$ cat config.mk
export PLATFORM = sky130hd
export DESIGN_NAME = ram_sequencer
export DESIGN_NICKNAME = d
export VERILOG_FILES = /design/src/rtl/ram_sequencer_pkg.sv /design/src/rtl/addr_gen.sv /design/src/rtl/ram_sequencer.sv
export SDC_FILE = /design/constraint.sdc
export NUM_CORES = 1
export LEC_CHECK = 0
export CAP_MARGIN = 20
export CORE_MARGIN = 8
export CORE_UTILIZATION = 35
export DETAILED_ROUTE_END_ITERATION = 16
export SYNTH_ARGS = -nofsm -noshare
export SYNTH_HDL_FRONTEND = slang
export SYNTH_HIERARCHICAL = 1
export SYNTH_SLANG_ARGS = --single-unit
$ cat constraint.sdc
create_clock -name clk -period 1.77 [get_ports clk]
set_input_delay 0.177 -clock clk [delete_from_list [all_inputs] [get_ports clk]]
set_output_delay 0.177 -clock clk [all_outputs]
set_load 0.03 [all_outputs]
$ cat src/rtl/ram_sequencer_pkg.sv
`default_nettype none
// ============================================================================
// Module   : ram_sequencer_pkg
// Purpose  : Shared definitions for the RAM sequencer: FSM state encoding,
//            layer count, default geometry and a counter-width helper.
// Revision : 1.0 - initial release
// ============================================================================
package ram_sequencer_pkg;

  localparam int NUM_LAYERS  = 3;
  localparam int DEF_NEURONS = 4;
  localparam int DEF_INPUTS  = 4;
  localparam int DEF_ADDR_W  = 6;

  typedef enum logic [2:0] {
    S_IDLE  = 3'd0,
    S_CLEAR = 3'd1,
    S_READ  = 3'd2,
    S_DRAIN = 3'd3,
    S_WRITE = 3'd4,
    S_FIN   = 3'd5
  } state_t;

  // Width of a counter that spans 0..n-1; never narrower than one bit.
  function automatic int cnt_w(input int n);
    return (n > 1) ? $clog2(n) : 1;
  endfunction

endpackage
`default_nettype wire

$ cat src/rtl/addr_gen.sv
`default_nettype none
// ============================================================================
// Module   : addr_gen
// Purpose  : Combinational address calculation for one layer pass.
// Ports    : i_layer  - latched layer index
//            i_n      - current neuron
//            i_i      - current input
//            o_w_addr - weight RAM address  (layer*N*I + n*I + i)
//            o_x_addr - activation address  (layer*I + i)
//            o_out_addr - result address    (layer*N + n)
// Revision : 1.0 - initial release
// ============================================================================
module addr_gen
  import ram_sequencer_pkg::*;
#(
  parameter int NEURONS = DEF_NEURONS,
  parameter int INPUTS  = DEF_INPUTS,
  parameter int ADDR_W  = DEF_ADDR_W
) (
  input  logic [1:0]                 i_layer,
  input  logic [cnt_w(NEURONS)-1:0]  i_n,
  input  logic [cnt_w(INPUTS)-1:0]   i_i,
  output logic [ADDR_W-1:0]          o_w_addr,
  output logic [ADDR_W-1:0]          o_x_addr,
  output logic [ADDR_W-1:0]          o_out_addr
);

  localparam logic [ADDR_W-1:0] C_NI = ADDR_W'(NEURONS * INPUTS);
  localparam logic [ADDR_W-1:0] C_IN = ADDR_W'(INPUTS);
  localparam logic [ADDR_W-1:0] C_NE = ADDR_W'(NEURONS);

  logic [ADDR_W-1:0] w_layer;
  logic [ADDR_W-1:0] w_n;
  logic [ADDR_W-1:0] w_i;

  // Zero-extend everything to the address width before multiplying.
  assign w_layer = ADDR_W'(i_layer);
  assign w_n     = ADDR_W'(i_n);
  assign w_i     = ADDR_W'(i_i);

  assign o_w_addr   = w_layer * C_NI + w_n * C_IN + w_i;
  assign o_x_addr   = w_layer * C_IN + w_i;
  assign o_out_addr = w_layer * C_NE + w_n;

endmodule
`default_nettype wire

$ cat src/rtl/ram_sequencer.sv
`default_nettype none
// ============================================================================
// Module   : ram_sequencer
// Purpose  : Steps one neural-network layer through the weight/activation
//            RAMs: per neuron it clears the accumulator, reads INPUTS
//            weight/activation pairs, waits one cycle for the last datum
//            and writes the result. Layer 3 is rejected with done+err.
// Ports    : clk, reset (sync, active-high)
//            start, layer      - begin a pass on the given layer
//            w_addr, x_addr    - RAM read addresses, rd_en read strobe
//            mac_clear, mac_en - accumulator control
//            out_we, out_addr  - result write
//            done, err         - end-of-pass pulse and bad-layer flag
// Revision : 1.0 - initial release
// ============================================================================
module ram_sequencer
  import ram_sequencer_pkg::*;
#(
  parameter int NEURONS = DEF_NEURONS,
  parameter int INPUTS  = DEF_INPUTS,
  parameter int ADDR_W  = DEF_ADDR_W
) (
  input  logic              clk,
  input  logic              reset,
  input  logic              start,
  input  logic [1:0]        layer,
  output logic [ADDR_W-1:0] w_addr,
  output logic [ADDR_W-1:0] x_addr,
  output logic              rd_en,
  output logic              mac_clear,
  output logic              mac_en,
  output logic              out_we,
  output logic [ADDR_W-1:0] out_addr,
  output logic              done,
  output logic              err
);

  localparam int NW = cnt_w(NEURONS);
  localparam int IW = cnt_w(INPUTS);
  localparam logic [NW-1:0] C_N_LAST = NW'(NEURONS - 1);
  localparam logic [IW-1:0] C_I_LAST = IW'(INPUTS - 1);

  state_t            r_state;
  logic [1:0]        r_layer_q;
  logic [NW-1:0]     r_n;
  logic [IW-1:0]     r_i;
  logic              r_err_q;

  logic              r_rd_en;
  logic              r_mac_clear;
  logic              r_mac_en;
  logic              r_out_we;
  logic              r_done;
  logic              r_err;
  logic [ADDR_W-1:0] r_w_addr;
  logic [ADDR_W-1:0] r_x_addr;
  logic [ADDR_W-1:0] r_out_addr;

  logic [ADDR_W-1:0] w_w_addr;
  logic [ADDR_W-1:0] w_x_addr;
  logic [ADDR_W-1:0] w_out_addr;

  addr_gen #(
    .NEURONS (NEURONS),
    .INPUTS  (INPUTS),
    .ADDR_W  (ADDR_W)
  ) u_addr_gen (
    .i_layer    (r_layer_q),
    .i_n        (r_n),
    .i_i        (r_i),
    .o_w_addr   (w_w_addr),
    .o_x_addr   (w_x_addr),
    .o_out_addr (w_out_addr)
  );

  // Outputs are registered images of the current state, so each strobe
  // appears one cycle after the state that owns it; mac_en trails rd_en by
  // one more cycle to line up with the RAM read latency.
  always_ff @(posedge clk) begin
    if (reset) begin
      r_state     <= S_IDLE;
      r_layer_q   <= 2'd0;
      r_n         <= '0;
      r_i         <= '0;
      r_err_q     <= 1'b0;
      r_rd_en     <= 1'b0;
      r_mac_clear <= 1'b0;
      r_mac_en    <= 1'b0;
      r_out_we    <= 1'b0;
      r_done      <= 1'b0;
      r_err       <= 1'b0;
      r_w_addr    <= '0;
      r_x_addr    <= '0;
      r_out_addr  <= '0;
    end else begin
      r_rd_en     <= 1'b0;
      r_mac_clear <= 1'b0;
      r_out_we    <= 1'b0;
      r_done      <= 1'b0;
      r_err       <= 1'b0;
      r_mac_en    <= r_rd_en;
      r_w_addr    <= w_w_addr;
      r_x_addr    <= w_x_addr;
      r_out_addr  <= w_out_addr;

      case (r_state)
        S_IDLE: begin
          if (start) begin
            r_layer_q <= layer;
            r_n       <= '0;
            r_i       <= '0;
            if (layer >= 2'(NUM_LAYERS)) begin
              // Illegal layer: report immediately without touching RAM.
              r_err_q <= 1'b1;
              r_state <= S_FIN;
            end else begin
              r_state <= S_CLEAR;
            end
          end
        end
        S_CLEAR: begin
          r_mac_clear <= 1'b1;
          r_i         <= '0;
          r_state     <= S_READ;
        end
        S_READ: begin
          r_rd_en <= 1'b1;
          if (r_i == C_I_LAST) begin
            r_state <= S_DRAIN;
          end else begin
            r_i <= r_i + 1'b1;
          end
        end
        S_DRAIN: begin
          r_state <= S_WRITE;
        end
        S_WRITE: begin
          r_out_we <= 1'b1;
          if (r_n == C_N_LAST) begin
            r_state <= S_FIN;
          end else begin
            r_n     <= r_n + 1'b1;
            r_state <= S_CLEAR;
          end
        end
        S_FIN: begin
          r_done  <= 1'b1;
          r_err   <= r_err_q;
          r_err_q <= 1'b0;
          r_state <= S_IDLE;
        end
        default: begin
          r_state <= S_IDLE;
        end
      endcase
    end
  end

  assign w_addr    = r_w_addr;
  assign x_addr    = r_x_addr;
  assign rd_en     = r_rd_en;
  assign mac_clear = r_mac_clear;
  assign mac_en    = r_mac_en;
  assign out_we    = r_out_we;
  assign out_addr  = r_out_addr;
  assign done      = r_done;
  assign err       = r_err;

endmodule
`default_nettype wire

==> impl_metrics.py, run 1 <==
metrics = {
    "finish": {
        "area_delta_synth_final_pct": 21.0,
        "final_cell_area_mm2": 0.00161,
        "nFillCells": 365,
        "insertedDiodeCount": 0,
        "final_common_cell": "dfxtp_1",
        "nNetsFinal": 148,
        "mostFrequentLayoutCells": "34 x dfxtp_1, 28 x clkdlybuf4s50_1, 20 x nor2b_1, 6 x nand2b_1, 6 x mux2i_1",
        "drive_gt1_share_pct": 11.3,
    },
    "worst_setup_path": {
        "critPathLaunch": "w_addr[1]$_SDFF_PP0_",
        "startpoint_type": "flop",
        "crit_arrival_ns": 1.29,
        "crit_family": "buffers and inverters",
        "crit_path_top_delay_cell": "clkdlybuf4s50_1",
        "endpoint_kind": "output port",
        "crit_type": "reg2out",
        "cp.required_ns": 1.59,
        "reg2reg_from": "r_state[0]$_SDFFE_PP0P_",
        "critPathMaxFanout": 1,
        "slowest_delay_ns": 0.68,
        "crit_chain": "clkdlybuf4s50_1",
        "worstPathBufferInverterCount": 1,
    },
    "sta": {
        "finalMaxSlewViolations": 0,
        "tns_ns": 0,
        "final_hold_viol_count": 0,
        "clock_skew_ns": 0.00737,
        "finalCritPeriodShare_pct": 82.7,
        "clock.fmax_mhz": 684,
        "period_needed_ns": 1.46,
        "finalSetupViolCount": 0,
        "rsz0062_at_grt": "false",
    },
    "clocking": {
        "cts_max_level": 2,
        "clockBufferDepth": 2,
        "clock_sinks": 34,
        "root_buffer": "clkbuf_8",
        "cts_resized": 0,
        "clkTransAtPathRegs_ns": 0.06,
        "cts_tree": "yes",
        "postCtsSetupRepairBufs": 0,
        "cts_hold_buffers": 0,
        "clkLatencyLatePin_ns": 0.28,
        "numCtsBuffers": 5,
    },
    "synth": {
        "muxShareOfSynthArea_pct": 4.51,
        "synth_compound_area_share_pct": 3.20,
        "synth_top_family_by_area": "simple AND/OR/NAND/NOR gates",
        "ys_top_cells_by_area": "dfxtp_1 51%, buf_4 10%, nor2b_1 9.4%, mux2i_1 4.5%, nand2b_1 2.8%",
        "synth-xor-area-share_pct": 0.658,
        "syn_inst": 124,
        "synth_top_area_share_pct": 51.1,
        "yosys_warnings": 6,
        "yosys.area_share.simple_pct": 25.3,
        "yosysSeqAreaShare_pct": 51.1,
        "yosys.area_share.adder_pct": 1.88,
        "yosys.area.top_type": "dfxtp_1",
        "synth_cell_types": 29,
        "syn_area_mm2": 0.00133,
        "syn_avg_cell_area_um2": 10.7,
        "synth_seq_cells": 34,
    },
    "grt": {
        "grt_pass1_wl_um": 3560,
        "grt_max_degree": 22,
        "grt_overflow": 0,
        "grt_usage_pct": 7.62,
        "grt_pass1_vias": 809,
        "grt_antenna_before_repair": 0,
    },
    "placement": {
        "port_buffers": 28,
        "gp_congestion": 0.731,
        "place_hpwl_um": 1510,
        "dpl_cell_area_mm2": 0.00153,
    },
    "routing": {
        "drc": 0,
        "first_iter_violations": 35,
        "drt-total-wl_um": 2100,
        "drtPass1Iterations": 3,
        "vias": 794,
        "drtAntennaViolNets": 0,
        "avgRoutedWirePerCell_um": 11.1,
        "avgViaCountPerCell": 4.20,
    },
    "floorplan": {
        "row_count": 22,
        "core-area_mm2": 0.00366,
        "die_x_um": 77.7,
        "start_util_pct": 36.4,
        "die-height_um": 77.7,
        "io_pins": 29,
        "dieArea_mm2": 0.00603,
    },
    "hold_path": {
        "hold_start": "r_err_q$_SDFFE_PP0P_",
        "hold_class": "reg2reg",
    },
    "status": {
        "status": "finished, final reports clean",
    },
    "flow_run": {
        "max_cap_viol_count": 0,
    },
    "pwr": {
        "p_leak_nw": 0.625,
        "vdd_drop_max_v": 0.000310,
        "powerDensity_mw_per_mm2": 1140,
        "p_total_mw": 1.83,
    },
}
## path summary, 6_finish.rpt
kind                    endpoint  slack (ns)  cells after the start
max                    w_addr[1]        0.31                      1
min               err$_SDFF_PP0_        0.46                      1
max reg2reg  r_i[1]$_SDFFE_PP0P_        0.34                      3
min reg2reg       err$_SDFF_PP0_        0.46                      1
## synthesized netlist by cell type
cell type and n:
a21oi_1 2, a21oi_2 1, a31oi_1 1, and2_1 2
and2b_1 1, and3b_1 1, buf_2 1, buf_4 18
buf_6 2, clkbuf_1 3, conb_1 1, dfxtp_1 34
ha_1 2, mux2i_1 6, nand2_1 3, nand2b_1 6
nand3_2 1, nand3b_1 1, nor2_1 5, nor2b_1 20
nor3_1 3, nor4b_1 1, nor4b_2 2, nor4b_4 1
o21ai_1 2, o21bai_1 1, or3b_1 1, or4_4 1
xnor2_1 1
## cells by family after synthesis
group / Yosys count
xor gates and xnor gates: 1
and+or+nand+nor: 49
adders and majority gates: 2
other: 1
buffers and inverters: 24
muxes: 6
AOI/OAI and AO/OA: 7
DFF: 34
## stage by stage
stage | utilization (%) | hold slack [ns] | std cells | worst slack, ns
after floorplan | - | 0.263 | 127 | 0.439
after detailed placement | 41.8 | 0.448 | 182 | 0.304
after global routing | 44.0 | 0.482 | 189 | 0.239
after CTS | 44.0 | 0.462 | 189 | 0.274
final | 44.0 | 0.459 | 189 | 0.307
after global placement | 41.8 | 0.447 | 182 | 0.334
## flip-flops by register name, summed over array words and instances, names as in the netlist
| register | cells |
|---|---|
| r_err_q | 1 |
| r_layer_q | 2 |
| mac_en | 1 |
| mac_clear | 1 |
| rd_en | 1 |
| r_i | 2 |
| out_addr | 6 |
| x_addr | 6 |
| r_n | 2 |
| w_addr | 6 |
| err | 1 |
| r_state | 3 |
| out_we | 1 |
| done | 1 |
## report_power, final
group          switching [mW]  internal [mW]  leakage (nW)  total (mW)
Sequential             0.0730          0.833         0.277       0.906
Combinational           0.201          0.205         0.305       0.406
Clock                   0.257          0.263        0.0438       0.520
Total                   0.531           1.30         0.625        1.83
## final cells by class
type	instances	area, um2	area share (%)
Multi-Input combinational cell	69	488	30.3
Timing Repair Buffer	31	303	18.8
Clock buffer	5	68.8	4.27
Clock inverter	2	10.0	0.622
Tap cell	48	60.1	3.73
Sequential cell	34	681	42.3
## per-layer routing
metal,global-route usage (%),vias to the layer above,part of all wire (%)
met5,0,-,0
met4,6.79,0,3.8
met3,4.03,6,8.3
met2,11.5,23,45
met1,7.47,355,43
li1,-,410,-
Power figures use the tool's default switching activity.
==> run 2, diff against run 1 <==
==> constraint.sdc (replaced) <==
create_clock -name clk -period 1.25 [get_ports clk]
set_input_delay 0.125 -clock clk [delete_from_list [all_inputs] [get_ports clk]]
set_output_delay 0.125 -clock clk [all_outputs]
set_load 0.03 [all_outputs]
==> impl_metrics.py, run 2 (synthesis results as in run 1) <==
metrics = {
    "sta": {
        "finalSetupViolCount": 2,
        "final_hold_viol_count": 0,
        "finalCritPeriodShare_pct": 105,
        "setup_slack_ns": -0.0583,
        "rsz0062_at_grt": "true",
        "period_needed_ns": 1.31,
        "clock_skew_ns": 0.00574,
        "finalMaxSlewViolations": 0,
        "clock.fmax_mhz": 764,
    },
    "worst_setup_path": {
        "cp.required_ns": 1.45,
        "crit_type": "reg2reg",
        "startpoint_type": "flop",
        "crit_arrival_ns": 1.51,
        "endpoint_kind": "flop",
        "critPathMaxFanout": 2,
    },
    "finish": {
        "nNetsFinal": 159,
        "mostFrequentLayoutCells": "31 x dfxtp_1, 24 x dlygate4sd2_1, 20 x nor2b_1, 14 x buf_4",
        "final_cell_area_mm2": 0.00170,
        "nFillCells": 370,
        "drive_gt1_share_pct": 21.6,
        "final_common_cell": "dfxtp_1",
        "insertedDiodeCount": 0,
        "area_delta_synth_final_pct": 28.0,
    },
    "pwr": {
        "powerDensity_mw_per_mm2": 1630,
        "p_leak_nw": 0.797,
        "vdd_drop_max_v": 0.000690,
    },
    "routing": {
        "avgRoutedWirePerCell_um": 11.4,
        "drc": 0,
        "met1Wirelength_um": 913,
        "drtPass1Iterations": 4,
        "vias": 842,
        "met2_length_um": 1130,
        "drtAntennaViolNets": 0,
        "avgViaCountPerCell": 4.19,
        "first_iter_violations": 20,
        "drt-total-wl_um": 2300,
        "dr_wl_met3_um": 223,
        "highest_layer": "met4",
    },
    "placement": {
        "dp_slack_ns": -0.127,
        "place_hpwl_um": 1760,
        "dpl_cell_area_mm2": 0.00162,
        "port_buffers": 28,
        "gp_congestion": 0.773,
    },
    "clocking": {
        "clock_sinks": 34,
        "cts_hold_buffers": 0,
        "numCtsBuffers": 5,
        "clkLatencyLatePin_ns": 0.28,
        "clkTransAtPathRegs_ns": 0.06,
        "clockBufferDepth": 2,
        "cts_max_level": 2,
        "cts_tree": "yes",
        "root_buffer": "clkbuf_8",
    },
    "status": {
        "violations": "negative setup slack",
        "status": "complete, but fails checks",
    },
    "flow_run": {
        "max_cap_viol_count": 0,
    },
    "grt": {
        "grt_pass1_vias": 852,
        "grt_pass1_wl_um": 4020,
        "grt_usage_pct": 8.25,
        "grt_antenna_before_repair": 0,
        "grt_overflow": 0,
        "grt_max_degree": 18,
    },
    "hold_path": {
        "hold_class": "reg2reg",
    },
    "floorplan": {
        "start_util_pct": 36.4,
        "row_count": 22,
        "core-area_mm2": 0.00366,
        "die-height_um": 77.7,
        "die_x_um": 77.7,
        "io_pins": 29,
        "dieArea_mm2": 0.00603,
    },
}
==> run 2: metrics by stage <==
| step | std cells | TNS (ns) | util [%] | power (mW) | hold WS [ns] |
|---|---|---|---|---|---|
| 3_3_place_gp | 192 | -0.482 | 44.3 | 2.00 | 0.451 |
| 2_1_floorplan | 127 | -0.0183 | - | 1.83 | 0.211 |
| 5_1_grt | 201 | -0.478 | 46.5 | 2.95 | 0.476 |
| 4_1_cts | 200 | -0.171 | 46.2 | 2.82 | 0.462 |
| 6_report | 201 | -0.116 | 46.5 | 2.78 | 0.461 |
| 3_5_place_dp | 192 | -0.722 | 44.3 | 2.02 | 0.452 |
==> run 2: path summary, 6_finish.rpt <==
path	start	end	slack, ns	cells past startpoint
setup / recovery	r_i[0]$_SDFFE_PP0P_	r_i[0]$_SDFFE_PP0P_	-0.06	4
hold / removal	rd_en$_SDFF_PP0_	mac_en$_SDFF_PP0_	0.46	1
setup reg to reg	r_i[0]$_SDFFE_PP0P_	r_i[0]$_SDFFE_PP0P_	-0.06	4
hold reg to reg	rd_en$_SDFF_PP0_	mac_en$_SDFF_PP0_	0.46	1
==> run 2: timing repair <==
action                     CTS  global route
setup endpoints to repair   29             9
resized for setup           27             1
pin swaps                    0             1
setup buffers                0             1
==> run 2: worst max-delay path, cell delays in order (launching register included) <==
cell and delay [ns]:
dfxtp_2 0.32, ha_2 0.17, or3b_4 0.39, a21oi_4 0.16, mux2i_1 0.20
==> run 2: power breakdown <==
group / switching, mW / total, mW / internal (mW)
Sequential: 0.0813 / 1.27 / 1.18
Combinational: 0.355 / 0.717 / 0.362
Clock: 0.357 / 0.800 / 0.443
==> run 2: routing by layer <==
metal,GRT usage (%),vias to the layer above
met5,0,-
met4,2.83,0
met3,4.72,5
met2,13.9,26
met1,8.37,378
li1,-,433
==> run 2: layout make-up <==
type                    count  area (um2)  share of cell area, %
flip-flops and latches     34         684                   40.2
multi-input cells          69         513                   30.1
repair buffers             42         355                   20.9
clock buffers               7        86.3                   5.07
well taps                  48        60.1                   3.52
clock inverters             1        5.00                  0.294
==> run 3, diff against run 2 <==
--- a/config.mk
+++ b/config.mk
@@ -6,6 +6,7 @@
 export NUM_CORES = 1
 export LEC_CHECK = 0
 export CAP_MARGIN = 20
+export CORE_ASPECT_RATIO = 1.4
 export CORE_MARGIN = 8
 export CORE_UTILIZATION = 35
 export DETAILED_ROUTE_END_ITERATION = 16
==> impl_metrics.py, run 3 (synthesis results as in run 1) <==
metrics = {
    "status": {
        "status": "complete, but fails checks",
        "violations": "negative setup slack",
    },
    "sta": {
        "finalCritPeriodShare_pct": 104,
        "period_needed_ns": 1.31,
        "finalMaxSlewViolations": 0,
        "rsz0062_at_grt": "true",
        "clock.fmax_mhz": 766,
        "setup_slack_ns": -0.0554,
        "whs_ns": 0.461,
        "final_hold_viol_count": 0,
        "tns_ns": -0.101,
        "clock_skew_ns": 0.00426,
        "finalSetupViolCount": 2,
    },
    "placement": {
        "gp_congestion": 0.766,
        "place_inst": 186,
        "place_hpwl_um": 1790,
        "port_buffers": 28,
    },
    "clocking": {
        "clock_sinks": 34,
        "cts_tree": "yes",
        "clkTransAtPathRegs_ns": 0.06,
        "postCtsSetupRepairBufs": 0,
        "clockBufferDepth": 2,
        "numCtsBuffers": 5,
        "root_buffer": "clkbuf_8",
        "cts_max_level": 2,
        "clkLatencyLatePin_ns": 0.28,
    },
    "hold_path": {
        "hold_class": "reg2reg",
    },
    "pwr": {
        "vdd_drop_max_v": 0.000787,
        "powerDensity_mw_per_mm2": 1650,
        "p_leak_nw": 0.789,
    },
    "routing": {
        "drtPass1Iterations": 4,
        "avgRoutedWirePerCell_um": 11.7,
        "avgViaCountPerCell": 4.36,
        "vias": 845,
        "drt-total-wl_um": 2270,
        "drtAntennaViolNets": 0,
        "drc": 0,
        "first_iter_violations": 5,
    },
    "flow_run": {
        "max_cap_viol_count": 0,
    },
    "grt": {
        "grt_pass1_wl_um": 3650,
        "grt_antenna_before_repair": 0,
        "grt_pass1_vias": 840,
        "grt_overflow": 0,
        "grt_usage_pct": 8.32,
        "grt_max_degree": 13,
    },
    "finish": {
        "nFillCells": 388,
        "drive_gt1_share_pct": 20.4,
        "nNetsFinal": 158,
        "final_common_cell": "dfxtp_1",
        "post-route-util_pct": 46.3,
        "mostFrequentLayoutCells": "31 x dfxtp_1, 24 x dlygate4sd2_1, 20 x nor2b_1, 13 x buf_4",
        "area_delta_synth_final_pct": 26.6,
        "final_cells": 194,
        "insertedDiodeCount": 0,
    },
    "floorplan": {
        "die-height_um": 89.0,
        "core-area_mm2": 0.00364,
        "die_x_um": 68.1,
        "dieArea_mm2": 0.00606,
        "row_count": 26,
        "start_util_pct": 36.5,
        "io_pins": 29,
    },
    "worst_setup_path": {
        "crit_arrival_ns": 1.51,
        "slowest_delay_ns": 0.38,
        "crit_type": "reg2reg",
        "endpoint_kind": "flop",
        "startpoint_type": "flop",
        "worstPathBufferInverterCount": 0,
        "crit_path_top_delay_cell": "or3b_4",
        "critPathMaxFanout": 2,
        "cp.required_ns": 1.46,
        "crit_family": "simple AND/OR/NAND/NOR gates",
        "crit_chain": "ha_2, or3b_4, a21oi_4, mux2i_1",
    },
}
## run 3: cell count changes in the layout (fill, tap and decap cells not counted), sizes merged
cell,delta
buf,-1
## run 3: per-layer routing
layer / share of wire, % / track usage (%) / vias to the layer above
met5: 0 / 0 / -
li1: - / - / 433
met1: 36 / 7.26 / 373
met2: 48 / 13.6 / 34
met4: 1.8 / 5.05 / 0
met3: 14 / 5.65 / 5
## run 3: repair_timing
action	CTS	global route
gates resized for setup	26	1
pin swaps	0	0
endpoints found under the setup margin	28	8
hold buffers	0	0
## run 3: worst paths after layout
kind         slack [ns]                   to                start  cells after the start
max               -0.06  r_i[0]$_SDFFE_PP0P_  r_i[0]$_SDFFE_PP0P_                      4
min                0.46    mac_en$_SDFF_PP0_     rd_en$_SDFF_PP0_                      1
max reg2reg       -0.06  r_i[0]$_SDFFE_PP0P_  r_i[0]$_SDFFE_PP0P_                      4
min reg2reg        0.46    mac_en$_SDFF_PP0_     rd_en$_SDFF_PP0_                      1
## run 3: report_power, final
part	internal [mW]	total [mW]	switching, mW
Sequential	1.18	1.27	0.0808
Combinational	0.359	0.709	0.350
Clock	0.443	0.803	0.360
## run 3: metrics by stage
step	area [um2]	setup slack (ns)	total power [mW]
2_1_floorplan	1360	-0.0118	1.83
3_5_place_dp	1610	-0.135	2.02
6_report	1690	-0.0554	2.78
4_1_cts	1680	-0.0621	2.82
5_1_grt	1690	-0.107	2.92
3_3_place_gp	1610	-0.0823	2.01
## run 3: layout make-up
cell class,instances,area (um2),share of cell area [%]
timing repair buffer,41,348,20.6
clock inverter,1,5.00,0.297
sequential,34,684,40.6
tap,42,52.6,3.12
clock buffer,7,86.3,5.12
multi-input combinational,69,509,30.2
